`src/rtl/core_mc.sv`:
```
// core_mc: multi-cycle 8-bit-instruction core with a 4-entry register file.
// Fetches from external instruction memory over a req/ack handshake and runs a
// FETCH/EXEC state machine. Optional retired-instruction counter is built when
// the macro CORE_MC_RETIRE_CNT_EN is defined.
module core_mc #(
  parameter int unsigned DATA_W = 8,
  parameter int unsigned PC_W   = 4
) (
  input  logic              clk,
  input  logic              rst_n,
  input  logic              start,
  output logic              imem_req,
  output logic [PC_W-1:0]   imem_addr,
  input  logic              imem_ack,
  input  logic [7:0]        imem_data,
  output logic [DATA_W-1:0] out_data,
  output logic              out_valid,
  output logic              busy,
`ifdef CORE_MC_RETIRE_CNT_EN
  output logic              halted,
  output logic [15:0]       retire_cnt
`else
  output logic              halted
`endif
);

  typedef enum logic [1:0] {StIdle, StFetch, StExec, StHalt} state_e;

  localparam logic [1:0] OpAlu  = 2'b00;
  localparam logic [1:0] OpLi   = 2'b01;
  localparam logic [1:0] OpBeqz = 2'b10;
  localparam logic [1:0] OpSpec = 2'b11;

  state_e              state_q, state_d;
  logic [PC_W-1:0]     pc_q, pc_d;
  logic [7:0]          ir_q, ir_d;
  logic [DATA_W-1:0]   regs_q [4];
  logic [DATA_W-1:0]   regs_d [4];
  logic [DATA_W-1:0]   out_data_q, out_data_d;
  logic                out_valid_q, out_valid_d;
  logic                req_q, req_d;
  logic                busy_q, busy_d;
  logic                halted_q, halted_d;
`ifdef CORE_MC_RETIRE_CNT_EN
  logic [15:0]         retire_q, retire_d;
`endif

  // Instruction fields, always decoded from the latched IR.
  logic [1:0]          op;
  logic [1:0]          rd;
  logic [1:0]          rs1;
  logic [1:0]          funct;
  logic [3:0]          imm4;
  logic signed [3:0]   br_off;
  logic [DATA_W-1:0]   rd_val;
  logic [DATA_W-1:0]   rs1_val;
  logic [DATA_W-1:0]   alu_res;

  assign op      = ir_q[7:6];
  assign rd      = ir_q[5:4];
  assign rs1     = ir_q[3:2];
  assign funct   = ir_q[1:0];
  assign imm4    = ir_q[3:0];
  assign br_off  = signed'(imm4);
  assign rd_val  = regs_q[rd];
  assign rs1_val = regs_q[rs1];

  // ALU datapath; results wrap mod 2^DATA_W.
  always_comb begin
    alu_res = '0;
    unique case (funct)
      2'b00: alu_res = rd_val + rs1_val;
      2'b01: alu_res = rd_val - rs1_val;
      2'b10: alu_res = rd_val & rs1_val;
      2'b11: alu_res = rd_val ^ rs1_val;
    endcase
  end

  // Next-state logic for the FSM, architectural state and registered outputs.
  always_comb begin
    state_d     = state_q;
    pc_d        = pc_q;
    ir_d        = ir_q;
    regs_d      = regs_q;
    out_data_d  = out_data_q;
    out_valid_d = 1'b0;
`ifdef CORE_MC_RETIRE_CNT_EN
    retire_d    = retire_q;
`endif

    unique case (state_q)
      StIdle, StHalt: begin
        if (start) begin
          state_d = StFetch;
          pc_d    = '0;
`ifdef CORE_MC_RETIRE_CNT_EN
          retire_d = '0;
`endif
        end
      end

      StFetch: begin
        if (imem_ack) begin
          ir_d    = imem_data;
          state_d = StExec;
        end
      end

      StExec: begin
        state_d = StFetch;
        pc_d    = pc_q + PC_W'(1);
`ifdef CORE_MC_RETIRE_CNT_EN
        if (retire_q != 16'hFFFF) begin
          retire_d = retire_q + 16'd1;
        end
`endif
        unique case (op)
          OpAlu: regs_d[rd] = alu_res;
          OpLi:  regs_d[rd] = DATA_W'(imm4);
          OpBeqz: begin
            // Offset is relative to the branch itself; wraps mod 2^PC_W.
            if (rd_val == '0) begin
              pc_d = pc_q + PC_W'(br_off);
            end
          end
          OpSpec: begin
            if (rd == 2'b00) begin
              state_d = StHalt;
              pc_d    = pc_q;
            end else if (rd == 2'b01) begin
              out_data_d  = rd_val;
              out_valid_d = 1'b1;
            end
          end
        endcase
      end
    endcase

    // Status outputs are registered from the next state so they align with it.
    req_d    = (state_d == StFetch);
    busy_d   = (state_d == StFetch) || (state_d == StExec);
    halted_d = (state_d == StHalt);
  end

  // State registers; reset is asynchronous so imem_req drops immediately.
  always_ff @(posedge clk or negedge rst_n) begin
    if (!rst_n) begin
      state_q     <= StIdle;
      pc_q        <= '0;
      ir_q        <= '0;
      regs_q      <= '{default: '0};
      out_data_q  <= '0;
      out_valid_q <= 1'b0;
      req_q       <= 1'b0;
      busy_q      <= 1'b0;
      halted_q    <= 1'b0;
`ifdef CORE_MC_RETIRE_CNT_EN
      retire_q    <= '0;
`endif
    end else begin
      state_q     <= state_d;
      pc_q        <= pc_d;
      ir_q        <= ir_d;
      regs_q      <= regs_d;
      out_data_q  <= out_data_d;
      out_valid_q <= out_valid_d;
      req_q       <= req_d;
      busy_q      <= busy_d;
      halted_q    <= halted_d;
`ifdef CORE_MC_RETIRE_CNT_EN
      retire_q    <= retire_d;
`endif
    end
  end

  assign imem_req  = req_q;
  assign imem_addr = pc_q;
  assign out_data  = out_data_q;
  assign out_valid = out_valid_q;
  assign busy      = busy_q;
  assign halted    = halted_q;
`ifdef CORE_MC_RETIRE_CNT_EN
  assign retire_cnt = retire_q;
`endif

endmodule

```
`config.mk`:
```
export PLATFORM = sky130hd
export DESIGN_NAME = core_mc
export DESIGN_NICKNAME = d
export VERILOG_FILES = /design/src/rtl/core_mc.sv
export SDC_FILE = /design/constraint.sdc
export NUM_CORES = 1
export LEC_CHECK = 0
export ABC_CLOCK_PERIOD_IN_PS = 3680
export CAP_MARGIN = 20
export CORE_AREA = 8 8 98 100
export DETAILED_ROUTE_END_ITERATION = 16
export DIE_AREA = 0 0 106 108
export HOLD_SLACK_MARGIN = 0.1
export PLACE_DENSITY_LB_ADDON = 0.05
export SLEW_MARGIN = 30
export SYNTH_ARGS = -nofsm -noshare
export SYNTH_HDL_FRONTEND = slang
export SYNTH_SLANG_ARGS = --single-unit
```
`constraint.sdc`:
```
create_clock -name clk -period 3.68 [get_ports clk]
set_input_delay 0.736 -clock clk [delete_from_list [all_inputs] [get_ports clk]]
set_output_delay 0.736 -clock clk [all_outputs]
set_load 0.1 [all_outputs]
```
=== Word-level counts from Yosys, hierarchy flattened ===
Cells that the tools add are included.

* Multiply operators: 0
* Shifts and indexed selects: 0
* Muxes and demuxes: 26
* Equal/unequal tests: 15
* Order comparisons: 3
* Div/mod/pow operators: 0
* Reductions and logical operators: 14
* Bitwise gates (word level): 5
* $add $sub $neg: 4

{| class="wikitable"
|+ Operators by type and width
! operator !! number
|-
| 32-bit bitwise mux || 2
|-
| 32-bit case mux with 2 select lines || 1
|-
| 8-bit two-way mux || 5
|-
| 8-bit binary-select mux with 2-bit select || 2
|-
| 8-bit case mux with 4 select lines || 1
|-
| 8-bit demux with 2-bit select || 1
|-
| 2-bit == test (second input constant) || 8
|-
| 4-bit case mux with 2 select lines || 2
|-
| 4-bit two-way mux || 3
|-
| 2-bit by 1-bit == test with 1-bit output (second input constant) || 5
|-
| 8-bit adder || 1
|-
| 8-bit AND || 1
|-
| 2-bit zero test || 4
|-
| 8-bit zero test || 1
|-
| 2-bit two-way mux || 4
|-
| 8-bit subtractor || 1
|-
| 8-bit bitwise XOR || 1
|-
| 3-bit greater-or-equal comparator (second input constant) || 2
|-
| 2-bit NOT with 3-bit output || 2
|-
| 2-bit case mux with 3 select lines || 1
|-
| 4-bit by 1-bit adder with 4-bit output (second input constant) || 1
|-
| 4-bit adder || 1
|-
| 1-bit two-way mux || 4
|-
| 2-bit AND reduction || 2
|-
| other kinds (10) || 11
|}

* RAM bits: 0
* Bits in latches: 0
* Flip-flop bits (word level): 58
* Input port bits: 12
* Logic and storage cells: 79
* Output and inout port bits: 16
* Memories kept: 0
* Bits in read-only memories: 0

=== Logic depth before layout (Yosys ltp) ===
* Depth in word-level cells: 8
* Mapped depth: 16
* Depth with buffers taken out: 15

=== Worst setup path after synthesis ===
OpenSTA, ideal clock, no wires.

* Path type: register to register
* Start: reg ir_q[2]
* End: reg regs_q[15] (netlist bit)
* Data required time: 3.584 ns
* Path buffers: 1
* Slack: 0.544 ns
* Arrival time: 3.040 ns
* Setup time: 0.096 ns
* Period minus slack after synthesis: 3.136 ns
* Cell stages (with the launch flop): 14
* Path through: dfrtp_1 buf_6 mux4_2 or3_4 o31ai_1 xor2_1 ha_1 o21ai_0 nor2_1 a2bb2oi_1 xnor2_1 xnor2_1 nor2_1 o31ai_1

* Word-level cells in the longest chain between the ends: 8
* Elaborated cells on any way between the ends: 11
* Those cells by class: add/sub: 2; mux: 6; bitwise: 3

{| class="wikitable"
|+ Ends and longest elaborated chain
! item !! line !! source
|-
| from (decl) || 36 || <nowiki>logic [7:0] ir_q, ir_d;</nowiki>
|-
| from (signal assigned) || 163 || <nowiki>ir_q <= ir_d;</nowiki>
|-
| 2-bit NOT with 3-bit output (not written as such) (*) || 66 || <nowiki>assign rs1_val = regs_q[rs1];</nowiki>
|-
| 8-bit binary-select mux with 2-bit select (*) || 66 ||
|-
| 8-bit two-way mux (not written as such) (*) (2 in a row) || 66 ||
|-
| 8-bit subtractor, or another cell as far along || 73 || <nowiki>2'b01: alu_res = rd_val - rs1_val;</nowiki>
|-
| 8-bit case mux with 4 select lines (*) || 71 || <nowiki>unique case (funct)</nowiki>
|-
| 32-bit bitwise mux (*) || 118 || <nowiki>OpAlu: regs_d[rd] = alu_res;</nowiki>
|-
| 32-bit case mux with 2 select lines (*) || 117 || <nowiki>unique case (op)</nowiki>
|-
| to (signal assigned) || 164 || <nowiki>regs_q <= regs_d;</nowiki>
|-
| to (decl) || 37 || <nowiki>logic [DATA_W-1:0] regs_q [4];</nowiki>
|}

Every way passes the cells marked *; elsewhere a longest branch is shown, timed or not. The select of a mux whose other input is x is not followed.
A chain may end at the register's enable or synchronous reset.

=== Worst setup path after layout ===
* Start: reg ir_q[2]
* End: reg regs_q[31] (netlist bit)

Same word-level chain as after synthesis.

==> results.cfg <==
[run_status]
status = complete, no violations

[grt]
first_global_vias = 2569
grt_max_degree = 39
antenna_found_initial = 0
grt-ovfl-total = 0
grt_pass1_wl_mm = 14.1
grt_usage = 0.158

[die]
fp-row-count = 33
die_h_um = 108
pin_count = 28
die_w_um = 106
dieArea_um2 = 11400
initial_core_util = 0.441
core_area_um2 = 8050

[clock_network]
clkSlewWorstSetupHoldPaths_ns = 0.07
clock_tree.buffer_depth = 2
hold_buffers = 0
cts_tree = yes
cts_max_level = 3
clock-sinks = 58
clkLatencyLatePin_ns = 0.34
cts_root_buf = clkbuf_8
numCtsBuffers = 9

[yosys]
synth.cell_area_um2 = 3550
synth_cell_types = 46
synth_top_flop_cell = dfrtp_1
synth_most_common_cell = dfrtp_1
syn_inst = 331
synthTopCellsByArea = dfrtp_1, mux4_2, ha_1, mux2_2, o21ai_0
yosysSeqAreaShare = 0.409
syn-mean-instance-area_um2 = 10.7
netlist_top_cells_count = dfrtp_1, nand2_1, o21ai_0
synth_top_area_share = 0.409
synth_top_area_cell = dfrtp_1
synth_edf_count = 0
synth_warnings = 0
ys_seq_elements = 58
synth_nets = 369
synth-async-reset-ratio = 1.00

[drt]
wl_mm = 8.66
ant_nets = 0
wl_per_cell_um = 18.1
drt_first_iter_violations = 101
viasPerCell = 5.59
drc = 0
vias = 2670
first_pass_iters = 4

[sta]
tns_ns = 0
slew_viol_final = 0
timing.final.crit_share = 0.910
rsz0062_at_grt = no
post-route-min-period_ns = 3.35
max_freq_mhz = 299
finalHoldViolations = 0
worst_slack_ns = 0.331
fin_worst_skew_ns = 0.0114
relSlewSlack = 0.344
finalSetupViolations = 0
tightest_slew_ns = 0.980

[setup_path]
critical_path_arrival_ns = 3.59
crit_slowest_cell = mux4_2
cp_slowest_stage_delay_ns = 0.58
crit_fanout = 6
crit_top_cell = o31ai_1
cp.required_ns = 3.92
crit_path_start = ir_q[2]
critPathKind = flop to flop
cp-start-kind = flop
path_cells = mux4_2 > or3_4 > o31ai_1 > xor2_1 > ha_1 > o21ai_0 > nor2_1 > a2bb2oi_2 > xnor2_2 > xnor2_1 > nor2_2 > o31ai_1
reg2reg_from = ir_q[2]
end_kind = flop

[final_layout]
syn2layout_area_growth_pct = 18.3
antenna_cells = 0
finalNetCount = 407
fin_cells = 478
drive_gt1_frac = 0.198

[placed_design]
post-place-ws_ns = 0.133
dp.cells = 460
port_buffers = 27
dp_hpwl_mm = 6.37
gp_congestion = 0.816

[run]
max-cap-violations = 0

[hold_path]
hold_path_class = primary input to async pin
[stage by stage]
step	utilization	instance area, um2	hold WS [ns]
2_1_floorplan	-	3550	0.440
3_3_place_gp	0.491	3950	0.475
3_5_place_dp	0.491	3950	0.486
4_1_cts	0.516	4150	0.354
5_1_grt	0.522	4200	0.383
6_report	0.522	4200	0.352
[sequential cells by signal, summed over array words and instances (netlist names)]
register   cells
out_valid      1
busy           1
out_data       8
halted         1
regs_q        32
state_q        2
imem_req       1
ir_q           8
imem_addr      4
[routing by layer]
metal	GRT usage	vias to the layer above	part of all wire
li1	-	1272	-
met1	0.226	1326	0.50
met2	0.222	57	0.44
met3	0.0351	15	0.038
met4	0.0724	0	0.021
met5	0	-	0
[timing repair]
action                     in CTS  in global routing
setup buffers                   0                  3
setup endpoints to repair       0                  8
gates resized for setup         0                  5
[cell type report]
| cell class | count | area [um2] |
|---|---|---|
| Fill cell | 760 | 3850 |
| Multi-Input combinational cell | 243 | 1980 |
| Sequential cell | 58 | 1450 |
| Timing Repair Buffer | 41 | 370 |
| Clock buffer | 11 | 151 |
| Tap cell | 105 | 131 |
| Inverter | 16 | 60.1 |
| Clock inverter | 4 | 51.3 |
[final timing paths]
| kind | end | slack (ns) | cells past startpoint |
|---|---|---|---|
| setup reg to reg | regs_q[31] | 0.33 | 12 |
| setup / recovery | regs_q[31] | 0.33 | 12 |
| hold reg to reg | regs_q[13] | 0.50 | 2 |
| hold / removal | imem_addr[0] | 0.35 | 1 |
| min in group clk | regs_q[13] | 0.50 | 2 |
| max in group asynchronous | ir_q[2] | 2.42 | 2 |
[cells by family (layout without fill, tap and decap cells)]
group,after synthesis,after routing,synth area share
adder cells (fa/ha/maj),26,26,0.0959
multiplexers,39,39,0.174
XOR/XNOR,11,11,0.0271
AO/OA/AOI/OAI,74,74,0.127
flip-flops,58,58,0.409
buffers and inverters,30,72,0.0388
AND/OR/NAND/NOR,93,93,0.128
[cells in the final DEF, fill, tap and decap left out, types with 6 or more instances in the layout]
master           synthesis  layout
ha_1                    24      24
nand2_1                 47      47
inv_1                   16      16
dfrtp_1                 58      57
clkbuf_8                 0      11
buf_4                    0      14
nor2b_1                  6       6
clkdlybuf4s50_1          0      26
mux4_2                  16      16
o31ai_1                  8       7
mux2_2                  17      17
nor2_1                  12      11
o21ai_0                 37      37
a21oi_1                  9       9
[critical path: cells and delay by family (launching register included)]
kind,cells,cell delay (ns)
XOR/XNOR,3,0.54
AND/OR/NAND/NOR,3,0.57
flip-flops,1,0.44
adder cells (fa/ha/maj),1,0.28
AO/OA/AOI/OAI,4,0.83
multiplexers,1,0.58
Power is not shown: default switching activity piles up to over one toggle a cycle in this logic, so the estimate is an artifact.
